$ cat src/rtl/instr_encoder_pkg.sv
// Shared definitions for the instruction encoder: default widths, opcode map, FSM states.
package instr_encoder_pkg;

    localparam int unsigned DEF_B  = 16;
    localparam int unsigned DEF_W  = 5;
    localparam int unsigned DEF_AW = 11;

    // Opcode map, common with the instruction decoder
    localparam int unsigned OPC_W = 5;
    localparam logic [OPC_W-1:0] OP_HALT  = 5'd0;
    localparam logic [OPC_W-1:0] OP_STORE = 5'd1;
    localparam logic [OPC_W-1:0] OP_LDV   = 5'd2;
    localparam logic [OPC_W-1:0] OP_LDI   = 5'd3;
    localparam logic [OPC_W-1:0] OP_ADDV  = 5'd4;
    localparam logic [OPC_W-1:0] OP_ADDI  = 5'd5;
    localparam logic [OPC_W-1:0] OP_SUBV  = 5'd6;
    localparam logic [OPC_W-1:0] OP_SUBI  = 5'd7;

    typedef enum logic [1:0] {
        ST_IDLE = 2'd0,
        ST_LOAD = 2'd1,
        ST_DONE = 2'd2,
        ST_FULL = 2'd3
    } state_e;

endpackage

$ cat src/rtl/instr_encoder_opcode_check.sv
// Combinational legality test: only the opcodes OP_HALT..OP_SUBI are accepted.
module opcode_check
    import instr_encoder_pkg::*;
#(
    parameter int unsigned W = DEF_W
) (
    input  logic [W-1:0] opcode,
    output logic         legal_c
);

    // Legal range is the contiguous block starting at zero
    always_comb begin
        legal_c = (32'(opcode) <= 32'(OP_SUBI));
    end

endmodule

$ cat src/rtl/instr_encoder.sv
// Packs streamed {opcode, operand} pairs into program-memory writes at sequential addresses.
module instr_encoder
    import instr_encoder_pkg::*;
#(
    parameter int unsigned B  = DEF_B,
    parameter int unsigned W  = DEF_W,
    parameter int unsigned AW = DEF_AW
) (
    input  logic            clk,
    input  logic            reset,
    input  logic            start,
    input  logic            in_valid,
    output logic            in_ready,
    input  logic [W-1:0]    in_opcode,
    input  logic [B-W-1:0]  in_operand,
    input  logic            in_last,
    output logic            prog_we,
    output logic [AW-1:0]   prog_addr,
    output logic [B-1:0]    prog_data,
    output logic            done,
    output logic            full,
    output logic            err_illegal,
    output logic [AW:0]     count
);

    localparam logic [AW-1:0] ADDR_MAX = '1;

    state_e        state_q, state_d;
    logic [AW-1:0] ptr_q, ptr_d;
    logic [AW:0]   count_q, count_d;
    logic          we_q, we_d;
    logic [AW-1:0] addr_q, addr_d;
    logic [B-1:0]  data_q, data_d;
    logic          done_q, done_d;
    logic          full_q, full_d;
    logic          err_q, err_d;
    logic          ready_q, ready_d;
    logic          legal_c;

    opcode_check #(.W(W)) u_opcode_check (
        .opcode  (in_opcode),
        .legal_c (legal_c)
    );

    // Next-state: start restarts from address 0 and discards a coincident transfer
    always_comb begin
        state_d = state_q;
        ptr_d   = ptr_q;
        count_d = count_q;
        we_d    = 1'b0;
        addr_d  = addr_q;
        data_d  = data_q;
        done_d  = done_q;
        full_d  = full_q;
        err_d   = err_q;

        if (start) begin
            state_d = ST_LOAD;
            ptr_d   = '0;
            count_d = '0;
            done_d  = 1'b0;
            full_d  = 1'b0;
            err_d   = 1'b0;
        end else if (state_q == ST_LOAD && in_valid) begin
            if (legal_c) begin
                we_d    = 1'b1;
                addr_d  = ptr_q;
                data_d  = {in_opcode, in_operand};
                count_d = count_q + (AW+1)'(1);
                // Pointer saturates at the top address rather than wrapping
                ptr_d   = (ptr_q == ADDR_MAX) ? ptr_q : ptr_q + AW'(1);
                if (in_last) begin
                    state_d = ST_DONE;
                    done_d  = 1'b1;
                end else if (ptr_q == ADDR_MAX) begin
                    state_d = ST_FULL;
                    full_d  = 1'b1;
                end
            end else begin
                err_d = 1'b1;
                if (in_last) begin
                    state_d = ST_DONE;
                    done_d  = 1'b1;
                end
            end
        end

        ready_d = (state_d == ST_LOAD);
    end

    // State and output registers; reset wins over start and any transfer
    always_ff @(posedge clk) begin
        if (reset) begin
            state_q <= ST_IDLE;
            ptr_q   <= '0;
            count_q <= '0;
            we_q    <= 1'b0;
            addr_q  <= '0;
            data_q  <= '0;
            done_q  <= 1'b0;
            full_q  <= 1'b0;
            err_q   <= 1'b0;
            ready_q <= 1'b0;
        end else begin
            state_q <= state_d;
            ptr_q   <= ptr_d;
            count_q <= count_d;
            we_q    <= we_d;
            addr_q  <= addr_d;
            data_q  <= data_d;
            done_q  <= done_d;
            full_q  <= full_d;
            err_q   <= err_d;
            ready_q <= ready_d;
        end
    end

    assign in_ready    = ready_q;
    assign prog_we     = we_q;
    assign prog_addr   = addr_q;
    assign prog_data   = data_q;
    assign done        = done_q;
    assign full        = full_q;
    assign err_illegal = err_q;
    assign count       = count_q;

endmodule

$ cat config.mk
export PLATFORM = sky130hd
export DESIGN_NAME = instr_encoder
export DESIGN_NICKNAME = d
export VERILOG_FILES = /design/src/rtl/instr_encoder_pkg.sv /design/src/rtl/instr_encoder_opcode_check.sv /design/src/rtl/instr_encoder.sv
export SDC_FILE = /design/constraint.sdc
export NUM_CORES = 1
export LEC_CHECK = 0
export BUFFER_PORTS_ARGS = -buffer_cell sky130_fd_sc_hd__buf_2
export CORE_ASPECT_RATIO = 0.6
export CORE_UTILIZATION = 25
export CTS_BUF_LIST = sky130_fd_sc_hd__clkbuf_8
export DETAILED_ROUTE_END_ITERATION = 10
export GPL_TIMING_DRIVEN = 0
export MAX_ROUTING_LAYER = met4
export PLACE_DENSITY = 0.48
export SLEW_MARGIN = 20
export SYNTH_ARGS = -nofsm -noshare
export SYNTH_HDL_FRONTEND = slang
export SYNTH_HIERARCHICAL = 1
export SYNTH_SLANG_ARGS = --single-unit
$ cat constraint.sdc
create_clock -name clk -period 2.1 [get_ports clk]
set_input_delay 0.21 -clock clk [delete_from_list [all_inputs] [get_ports clk]]
set_output_delay 0.21 -clock clk [all_outputs]
set_load 0.1 [all_outputs]
=== After elaboration in Yosys (flattened, before gate mapping) ===
Index checks and enable logic that the tools add are counted.

* Register bits after elaboration: 57
* Bits of input ports: 21
* Output and inout port bits: 44
* Logic and storage cells: 37

* $add $sub $neg: 2
* Order comparisons: 1
* Equality and inequality tests: 3
* Muxes and demuxes: 7
* Bitwise operators: 5
* Reductions and logical operators: 9

{| class="wikitable"
|+ Operator list
! operator !! count
|-
| adder 12 x 1 -> 12 bit (second input constant) || 1
|-
| two-way mux 2 bit || 6
|-
| adder 11 x 1 -> 11 bit (second input constant) || 1
|-
| == test 11 bit (second input constant) || 1
|-
| AND reduction 2 bit || 3
|-
| AND reduction 3 bit || 2
|-
| <= comparator 5 x 3 -> 1 bit (second input constant) || 1
|-
| NOT 1 bit || 5
|-
| == test 2 x 1 -> 1 bit (second input constant) || 2
|-
| AND reduction 4 bit || 1
|-
| OR reduction 3 bit || 1
|-
| OR reduction 2 bit || 1
|-
| logical AND 1 bit || 1
|-
| two-way mux 1 bit || 1
|}

=== Longest topological paths before layout ===
Gate-level depths: netlist (run 1).

* Depth in word-level cells: 7
* Depth in mapped cells: 7
* Gate-level depth less buffers: 5

=== By module ===
The synthesis (run 1) kept the hierarchy.

{| class="wikitable"
|+ Modules (own cells, without submodules)
! module !! instances !! cells each !! area each (um2) !! sequential area each (um2)
|-
| instr_encoder || 1 || 269 || 2269.7 || 1141.1
|-
| opcode_check || 1 || 1 || 3.8 || 0.0
|}

=== Worst setup path before layout (run 1) ===
No wires, ideal clock.

* Kind: reg2reg
* Start point: register count_q[3], in the netlist count[3]
* End point: register count_q[9], in the netlist count[9]
* Library setup time: 71 ps
* Arrival: 2077 ps
* Data required time: 2029 ps
* Path slack: -48 ps
* Cell stages (with the launch flop): 5
* Path buffers: 0
* Period minus slack after synthesis: 2148 ps
* Path through: dfxtp_1 -> and4_1 -> nand3_1 -> or4_1 -> a21oi_1

* Word-level cells in the longest chain between the ends: 1

{| class="wikitable"
|+ RTL lines
! item !! RTL line !! RTL
|-
| start, declared || instr_encoder.sv:30 || <nowiki>logic [AW:0] count_q, count_d;</nowiki>
|-
| start signal, assigned || instr_encoder.sv:107 || <nowiki>count_q <= count_d;</nowiki>
|-
| adder 12 x 1 -> 12 bit || instr_encoder.sv:69 || <nowiki>count_d = count_q + (AW+1)'(1);</nowiki>
|}

Every way passes these cells.
A chain may end at the register's enable or synchronous reset.

=== Worst setup path in the final report (run 1) ===
* Start point: register ptr_q[0]
* End point: register ready_q, in the netlist in_ready

* Word-level cells in the longest chain between the ends: 7

{| class="wikitable"
|+ RTL lines
! item !! RTL line !! RTL
|-
| start, declared || instr_encoder.sv:29 || <nowiki>logic [AW-1:0] ptr_q, ptr_d;</nowiki>
|-
| start signal, assigned || instr_encoder.sv:106 || <nowiki>ptr_q <= ptr_d;</nowiki>
|-
| == test 11 bit || instr_encoder.sv:75 || <nowiki>end else if (ptr_q == ADDR_MAX) begin</nowiki>
|-
| two-way mux 2 bit || instr_encoder.sv:75 ||
|-
| two-way mux 2 bit || instr_encoder.sv:72 || <nowiki>if (in_last) begin</nowiki>
|-
| two-way mux 2 bit || instr_encoder.sv:65 || <nowiki>if (legal_c) begin</nowiki>
|-
| two-way mux 2 bit || instr_encoder.sv:64 || <nowiki>end else if (state_q == ST_LOAD && in_valid) begin</nowiki>
|-
| two-way mux 2 bit || instr_encoder.sv:57 || <nowiki>if (start) begin</nowiki>
|-
| == test 2 x 1 -> 1 bit || instr_encoder.sv:88 || <nowiki>ready_d = (state_d == ST_LOAD);</nowiki>
|-
| end signal, assigned || instr_encoder.sv:114 || <nowiki>ready_q <= ready_d;</nowiki>
|-
| end, declared || instr_encoder.sv:37 || <nowiki>logic ready_q, ready_d;</nowiki>
|}

Every way passes these cells.

==> flow_summary.yaml, run 1 <==
detailed_routing:
  drt-pass1-iter-count: 6
  drtIter0Drc: 92
  drt-total-wl_mm: 6.05
  drc_errors: 0
  vias_per_cell: 4.53
  wire_per_inst_um: 13.1
  ant_nets: 0
  vias: 2090
placement:
  post-dp-hpwl_mm: 4.43
  pre_cts_slack_ns: 0.274
  port_buffers: 64
  gp_congestion: 0.753
global_route:
  grt_pass1_vias: 1836
  grt-ovfl-total: 0
  grt_use_total: 0.139
  antenna_found_initial: 0
  grt_most_used_layer: "met1"
  grtUsageMet1: 0.194
  grt_start_max_net_pins: 11
  use_met3: 0.0562
  grt_pass1_wl_mm: 9.43
  grt_use_met2: 0.170
timing:
  tightest_slew_ns: 0.585
  hold_violations: 0
  tns_ns: 0
  relSlewSlack: 0.608
  fin_ws_ns: 0.234
  final_max_slew_viol_count: 0
  min_period_ns: 1.87
  rsz0062_at_grt: "false"
  fin_crit_sh: 0.889
  fmax_mhz: 536
  setup_viol: 0
  clock_skew_ns: 0.00820
clocking:
  clock_path_buffers: 2
  clk_pin_slew_ns: 0.06
  clock_latency_ns: 0.34
  cts_max_level: 3
  post_cts_buffers: 0
  cts_resized: 0
  cts_sinks: 57
  cts_tree: "done"
  root_buffer: "clkbuf_8"
  cts_buffers: 9
  ctsHoldBuffers: 0
setup_path:
  worstPathRequired_ns: 2.30
  end_kind: "register"
  arrival_ns: 2.07
  cp-start-kind: "register"
  worstPathMaxFanout: 5
  timing.rr.start: "ptr_q[0]"
  path_class: "register to register"
  critPathLaunch: "ptr_q[0]"
cells_and_area:
  fin_util: 0.337
  fillCellCount: 958
  syn_to_final_growth_pct: 28.2
  drive_above_1_share: 0.269
  layout.nets: 368
  diodes: 0
worst_hold_path:
  worstHoldStart: "in_operand[5]"
  hold_class: "input port to register"
floorplan:
  die_width_um: 125
  die-height_um: 75.9
  io_pins: 65
  row_count: 26
  start_util: 0.263
  core_um2: 8650
  dieArea_um2: 9490
synth:
  ys_top_cells_by_count: "65 x nand2_1, 57 x dfxtp_1, 37 x a21oi_1, 23 x nor2_1, 9 x nand3_1"
  synth-edff-count: 0
  yosysUniqueCellTypes: 44
  syn_area_um2: 2270
  yosysMostFrequentCell: "nand2_1"
  yosysTopAreaCell: "dfxtp_1"
  syn-mean-instance-area_um2: 8.42
  seq_area_frac_synth: 0.502
  ys.flop_type: "dfxtp_1"
  synthCells: 270
  ys_ff_latch: 57
  yosys_warnings: 6
  synthTopCellsByArea: "dfxtp_1 50%, nand2_1 11%, a21oi_1 8.1%"
  synth_top_area_frac: 0.502
  async_flop_share: 0
  synth.net_count: 293
pwr:
  p_per_area_nw_per_um2: 743
  peakVddDrop_v: 0.000307
  p_leak_uw: 0.00119
flow_run:
  drv_cap: 0
outcome:
  outcome: "complete, no violations"
-- where the power goes --
part,internal (uW),leakage (uW),switching [uW]
clock,526,0.000101,425
combinational,30.1,0.000627,91.2
sequential,1090,0.000461,4.63
total,1640,0.00119,521
-- state kept, by name (all words and copies together), names as in the netlist --
signal	count
prog_data	16
done	1
ptr_q	11
full	1
prog_we	1
state_q	2
count	12
prog_addr	11
err_illegal	1
in_ready	1
-- cell usage in the layout (no fill, tap or decap), drive strengths merged, types with 6 or more instances in the layout --
cell type / synthesis / layout
buf: 7 / 71
nand2: 65 / 65
dfxtp: 57 / 57
a21oi: 37 / 37
nor2: 24 / 24
clkbuf: 7 / 16
nand3: 9 / 9
nor3: 6 / 6
-- stage by stage --
step | power [uW] | hold slack [ns] | instances | area [um^2]
CTS | 2200 | 0.0817 | 461 | 2910
finish | 2170 | 0.104 | 461 | 2910
detailed placement | 1240 | 0.444 | 446 | 2740
floorplan | 1190 | 0.327 | 270 | 2280
global placement | 1240 | 0.439 | 446 | 2740
global route | 2260 | 0.0914 | 461 | 2910
-- worst max-delay path, cell delays in order (launching register included) --
cell and delay [ns]:
dfxtp_1 0.40, ha_1 0.28, nand4_1 0.24, or4_4 0.57
a31oi_1 0.18, nor2_1 0.06
-- area by class of cell --
class                           instances  area, um^2  area share
Inverter                                3        11.3     0.00386
Clock inverter                          6        52.6      0.0180
Clock buffer                            9         124      0.0425
Tap cell                              112         140      0.0481
Multi-Input combinational cell        196        1060       0.363
Buffer                                 14        62.6      0.0215
Sequential cell                        57        1140       0.393
Timing Repair Buffer                   64         320       0.110
-- path summary, 6_finish.rpt --
check / to / cells past startpoint / slack [ns]
max: in_ready / 5 / 0.23
min: prog_data[5] / 3 / 0.10
max reg2reg: in_ready / 5 / 0.23
min reg2reg: prog_addr[1] / 2 / 0.45
-- metal layers --
metal	wire length, um	up-vias	share of wire
met2	2290	56	0.38
li1	-	1082	-
met3	421	6	0.070
met1	3280	946	0.54
met4	60	0	0.0099
met5	0	-	0
-- cells by family after synthesis --
group | count (synthesis) | share of synthesized area
simple gates | 129 | 0.278
flops | 57 | 0.502
compound gates | 56 | 0.142
buf+inv | 17 | 0.0325
xor+xnor | 9 | 0.0347
fa+ha+maj | 2 | 0.0110
(Power assumes the default switching activity.)
==> inputs of run 2 (changes only) <==
--- a/config.mk
+++ b/config.mk
@@ -12,9 +12,9 @@
 export DETAILED_ROUTE_END_ITERATION = 10
 export GPL_TIMING_DRIVEN = 0
 export MAX_ROUTING_LAYER = met4
-export PLACE_DENSITY = 0.48
+export PLACE_DENSITY = 0.5
+export SETUP_SLACK_MARGIN = 0.5
 export SLEW_MARGIN = 20
 export SYNTH_ARGS = -nofsm -noshare
 export SYNTH_HDL_FRONTEND = slang
-export SYNTH_HIERARCHICAL = 1
 export SYNTH_SLANG_ARGS = --single-unit
==> constraint.sdc (replaced) <==
create_clock -name clk -period 1.6 [get_ports clk]
set_input_delay 0.16 -clock clk [delete_from_list [all_inputs] [get_ports clk]]
set_output_delay 0.16 -clock clk [all_outputs]
set_load 0.1 [all_outputs]
==> run 2 against run 1 <==
Clock-buffer cell count is 1 higher; non-clock buffer count grew 43; core utilization up 18 points; setup slack got worse by 0.18 ns; largest cell class is now multi-input combinational cells; first-iteration DRC count is 93% higher; critical path type unchanged.
==> flow_summary.yaml, run 2 <==
flow_run:
  drv_cap: 0
detailed_routing:
  drt-pass1-iter-count: 4
  vias: 2484
  drc_errors: 0
  vias_per_cell: 4.74
  drt-total-wl_mm: 7.98
  wire_per_inst_um: 15.2
  ant_nets: 0
  drtIter0Drc: 178
global_route:
  grt_pass1_wl_mm: 12.6
  antenna_found_initial: 0
  grt_use_total: 0.173
  grt_start_max_net_pins: 11
  grt_pass1_vias: 2420
  grt-ovfl-total: 0
clocking:
  clock_latency_ns: 0.34
  root_buffer: "clkbuf_8"
  cts_buffers: 9
  clock_path_buffers: 2
  cts_max_level: 3
  cts_sinks: 57
  clk_pin_slew_ns: 0.07
  ctsHoldBuffers: 0
  cts_tree: "done"
synth:
  synth.net_count: 299
  ys_ff_latch: 57
  ys.flop_type: "dfxtp_1"
  synthTopCellsByArea: "dfxtp_1 48%, a21oi_1 8.1%, o21ai_0 6.2%"
  yosys_warnings: 0
  synth_top_area_frac: 0.485
  async_flop_share: 0
  yosysUniqueCellTypes: 40
  seq_area_frac_synth: 0.485
  synth-edff-count: 0
  yosysMostFrequentCell: "dfxtp_1"
  syn-mean-instance-area_um2: 8.53
  yosysTopAreaCell: "dfxtp_1"
  synthCells: 276
  syn_area_um2: 2350
  ys_top_cells_by_count: "57 x dfxtp_1, 38 x a21oi_1, 37 x nand2_1, 29 x o21ai_0, 18 x nor2_1"
cells_and_area:
  instances_no_fill: 524
  diodes: 0
  drive_above_1_share: 0.680
  layout.nets: 412
  final_area_um2: 4710
  largest_register_ffs: 16
  mostFrequentLayoutCell: "dfxtp_2"
  fillCellCount: 821
  final_cell_mix: "37 x dfxtp_2, 27 x buf_8, 24 x a21oi_2"
  syn_to_final_growth_pct: 99.8
setup_path:
  critPathSlowestCell: "dfxtp_4"
  crit_path_max_incr_delay_ns: 0.36
  end_kind: "register"
  worstPathMaxFanout: 10
  path_class: "register to register"
  crit_chain: "ha_4 > nand4_1 > buf_4 > nor3_4 > buf_6 > o31a_1 > o21a_1"
  cp.buffers_inverters: 2
  arrival_ns: 1.78
  cp-start-kind: "register"
  worstPathRequired_ns: 1.83
  path_delay_family: "compound AO/OA/AOI/OAI gates"
placement:
  place_area_um2: 3030
  port_buffers: 63
  dp.cells: 469
  post-dp-hpwl_mm: 4.94
  gp_congestion: 0.784
worst_hold_path:
  hold_class: "input port to register"
timing:
  tightest_slew_ns: 0.788
  setup_viol: 0
  hold_violations: 0
  relSlewSlack: 0.475
  clock_skew_ns: 0.00909
  min_period_ns: 1.55
  rsz0062_at_grt: "true"
  fin_crit_sh: 0.967
  fmax_mhz: 647
  tns_ns: 0
  fin_hold_ws_ns: 0.0464
  final_max_slew_viol_count: 0
floorplan:
  io_pins: 65
  die_width_um: 127
  dieArea_um2: 9820
  start_util: 0.257
  row_count: 27
  die-height_um: 77.2
  core_um2: 9160
outcome:
  outcome: "complete, no violations"
pwr:
  peakVddDrop_v: 0.000311
  p_per_area_nw_per_um2: 620
  p_leak_uw: 0.00189
-- run 2: cell types whose count changed after synthesis, moves of 3 or more --
cell	before	now
nand4_1	3	6
mux2i_1	0	3
nor2_1	23	18
nor4_1	0	6
o21ai_0	4	29
buf_4	1	4
or3_1	3	7
clkbuf_1	6	11
nand2_1	65	37
-- run 2: cell type report --
cell class,count,area (um^2),area share
inverter,3,11.3,0.00239
tap,130,163,0.0346
timing repair buffer,102,1300,0.276
clock buffer,10,138,0.0292
sequential,57,1240,0.264
buffer,19,194,0.0412
multi-input combinational,197,1630,0.347
clock inverter,6,27.5,0.00585
-- run 2: tightest hold or removal path: cells and delay by family --
family,cells,cell delay [ns]
buffers and inverters,1,0.11
AO/OA/AOI/OAI,1,0.04
AND/OR/NAND/NOR,1,0.05
-- run 2: path summary, 6_finish.rpt --
kind,startpoint,end,slack (ns),cells past startpoint
worst max-delay path,ptr_q[0],ptr_q[9],0.05,7
worst min-delay path,in_operand[1],prog_data[1],0.05,3
worst max register to register,ptr_q[0],ptr_q[9],0.05,7
worst min register to register,prog_data[12],prog_data[12],0.47,2
-- run 2: cell families (layout without fill, tap and decap cells) --
kind of cell | count (synthesis) | after routing | synth area share
AOI/OAI and AO/OA | 79 | 79 | 0.185
xor gates and xnor gates | 8 | 8 | 0.0298
adders and majority gates | 2 | 2 | 0.0106
buffers and inverters | 22 | 140 | 0.0457
DFF | 57 | 57 | 0.485
muxes | 3 | 3 | 0.0128
and+or+nand+nor | 105 | 105 | 0.231
-- run 2: what timing repair did --
action / in CTS / in global routing
setup buffers: 22 / 12
endpoints found under the setup margin: 99 / 87
pin swaps: 28 / 43
gates cloned: 4 / 1
resized for setup: 170 / 128
-- run 2: stage by stage --
stage | total power (uW) | utilization | setup WS, ns
floorplan | 1580 | - | 0.199
global placement | 1650 | 0.330 | -0.0654
detailed placement | 1650 | 0.330 | -0.0802
CTS | 2920 | 0.447 | 0.0260
global route | 3050 | 0.514 | -0.00528
finish | 2920 | 0.514 | 0.0535
-- run 2: where the power goes --
part	switching [uW]	total [uW]	leakage (uW)	internal, uW
Sequential	9.95	1410	0.000491	1400
Combinational	200	334	0.00130	133
Clock	589	1170	0.0000982	581
Total	799	2920	0.00189	2120
-- run 2: metal layers --
metal	global-route usage	vias to the layer above	wire length [um]
met2	0.231	63	3420
met4	0.0405	0	61
li1	-	1221	-
met3	0.0628	6	430
met1	0.242	1194	4070
met5	-	-	0
==> inputs of run 3 (changes only) <==
--- a/config.mk
+++ b/config.mk
@@ -7,12 +7,12 @@
 export LEC_CHECK = 0
 export BUFFER_PORTS_ARGS = -buffer_cell sky130_fd_sc_hd__buf_2
 export CORE_ASPECT_RATIO = 0.6
-export CORE_UTILIZATION = 25
+export CORE_UTILIZATION = 30
 export CTS_BUF_LIST = sky130_fd_sc_hd__clkbuf_8
 export DETAILED_ROUTE_END_ITERATION = 10
 export GPL_TIMING_DRIVEN = 0
 export MAX_ROUTING_LAYER = met4
-export PLACE_DENSITY = 0.5
+export PLACE_DENSITY = 0.57
 export SETUP_SLACK_MARGIN = 0.5
 export SLEW_MARGIN = 20
 export SYNTH_ARGS = -nofsm -noshare
==> run 3 against run 2 <==
The flow now finishes with violations (setup timing); power rose by 8.5%; first-iteration DRC count fell by 13%; sequential share of layout area fell by 0.86 points; critical path depth did not move; register-to-register slack got worse by 0.11 ns; clock skew fell by 0.0022 ns; setup slack got worse by 0.11 ns; critical path type unchanged; highest routed layer unchanged.
==> flow_summary.yaml, run 3 (synthesis gave the netlist of run 2 again) <==
timing:
  fmax_mhz: 604
  clock_skew_ns: 0.00691
  hold_violations: 0
  final_max_slew_viol_count: 0
  rsz0062_at_grt: "true"
  min_period_ns: 1.66
  tightest_slew_ns: 0.832
  relSlewSlack: 0.445
  fin_ws_ns: -0.0566
  setup_viol: 2
  fin_crit_sh: 1.04
  fin_hold_ws_ns: 0.0494
cells_and_area:
  final-seq-area_um2: 1230
  largest_register_ffs: 16
  diodes: 0
  syn_to_final_growth_pct: 105
  final_cell_mix: "36 x dfxtp_2, 35 x a21oi_2, 33 x buf_6"
  layout.nets: 412
  fillCellCount: 570
  mostFrequentLayoutCell: "dfxtp_2"
  multiInputGateArea_um2: 1810
  fin_util: 0.651
  drive_above_1_share: 0.751
global_route:
  grt_start_max_net_pins: 11
  antenna_found_initial: 0
  grt_pass1_vias: 2307
  grt_pass1_wl_mm: 11.9
  grt_use_total: 0.204
  grt-ovfl-total: 0
outcome:
  violations: "setup timing"
  outcome: "complete, but fails checks"
pwr:
  p_switching_uw: 797
  swShare: 0.252
  clkPwrFrac: 0.443
  p_per_area_nw_per_um2: 655
  p_leak_uw: 0.00200
  peakVddDrop_v: 0.000421
  share_comb_of_total_power: 0.109
  intPower_uw: 2370
  pwr-share-seq: 0.448
setup_path:
  arrival_ns: 1.91
  cp-start-kind: "register"
  worstPathMaxFanout: 5
  crit_chain: "ha_4 > nand4_1 > buf_6 > nor3_4 > buf_6 > o21ai_1 > a21oi_1"
  crit_top_cell: "buf_6"
  critPathLaunch: "ptr_q[0]"
  worstPathRequired_ns: 1.86
  r2r_slack_ns: -0.06
  worst_r2r_path_depth: 7
  path_class: "register to register"
  critPathSlowestCell: "dfxtp_4"
  crit_path_max_incr_delay_ns: 0.36
  end_kind: "register"
  timing.rr.end: "ptr_q[0]"
  timing.rr.start: "ptr_q[0]"
placement:
  port_buffers: 63
  post-dp-hpwl_mm: 4.71
  pre_cts_slack_ns: -0.131
  gp_congestion: 0.796
worst_hold_path:
  hold_class: "input port to register"
  worstHoldStart: "in_operand[10]"
  min_to: "prog_data[10]"
  hold_depth: 3
floorplan:
  die_width_um: 116
  dieArea_um2: 8220
  start_util: 0.317
  io_pins: 65
  core_um2: 7420
  row_count: 24
  die-height_um: 70.6
detailed_routing:
  drtIter0Drc: 155
  drc_errors: 0
  wire_per_inst_um: 16.7
  vias_per_cell: 5.02
  drt-total-wl_mm: 8.32
  drt-pass1-iter-count: 4
  vias: 2498
  ant_nets: 0
clocking:
  cts_sinks: 57
  clock_latency_ns: 0.35
  cts_buffers: 9
  clk_pin_slew_ns: 0.06
  root_buffer: "clkbuf_8"
  clock_path_buffers: 2
  cts_max_level: 3
  cts_tree: "done"
flow_run:
  drv_cap: 0
## run 3: cell types whose count changed in the layout (fill, tap and decap cells not counted), moves of 4 or more
cell / before / now
nand2_4: 17 / 22
a21oi_1: 14 / 3
nand2_1: 16 / 12
o21ai_2: 9 / 20
a21oi_2: 24 / 35
o21ai_0: 4 / 0
buf_6: 23 / 33
buf_8: 27 / 20
o21ai_1: 14 / 4
## run 3: repair_timing
item | CTS | global route
pin swaps | 45 | 45
gates cloned | 7 | 0
hold buffers | 0 | 0
setup endpoints to repair | 99 | 75
buffers inserted | 23 | 9
resized for setup | 184 | 152
## run 3: critical path: cells and delay by family (launching register included)
| kind | cells | cell delay [ns] |
|---|---|---|
| AO/OA/AOI/OAI | 2 | 0.25 |
| adder cells (fa/ha/maj) | 1 | 0.13 |
| buffers and inverters | 2 | 0.39 |
| flip-flops | 1 | 0.36 |
| AND/OR/NAND/NOR | 2 | 0.44 |
## run 3: per-stage QoR
step	instances	TNS (ns)	total power [uW]	instance area (um^2)
2_1_floorplan	276	0	1580	2550
3_3_place_gp	443	-0.673	1650	2990
3_5_place_dp	443	-0.943	1650	2990
4_1_cts	489	0	3120	4200
5_1_grt	498	-0.312	3290	4830
6_report	498	-0.0584	3170	4830
## run 3: worst max path at each step
stage	endpoint	slack [ns]	depth (start not counted)
after global placement	ptr_q[7]	-0.1	6
final	ptr_q[0]	-0.06	7
after detailed placement	ptr_q[9]	-0.13	6
after global routing	ptr_q[0]	-0.09	7
after floorplan	full	0.20	5
after CTS	full	0.07	5
## run 3: final cells by class
cell class              count  area share
plain buffers              19      0.0420
clock buffers              12      0.0342
clock inverters             4     0.00881
inverters                   3     0.00233
multi-input cells         197       0.375
flip-flops and latches     57       0.256
well taps                 104      0.0269
repair buffers            102       0.255
## run 3: power groups by stage
stage          combinational (uW)  clock (uW)  sequential [uW]
6_report                      346        1400             1420
5_1_grt                       364        1510             1420
4_1_cts                       280        1430             1410
3_5_place_dp                  199           0             1450
3_3_place_gp                  198           0             1450
2_1_floorplan                83.4           0             1500
## run 3: per-layer routing
layer  up-vias  share of wire  global-route usage
met2        63           0.44               0.254
met4         0         0.0099              0.0641
met5         -              0                   -
met3         9          0.053              0.0668
li1       1219              -                   -
met1      1207           0.49               0.300
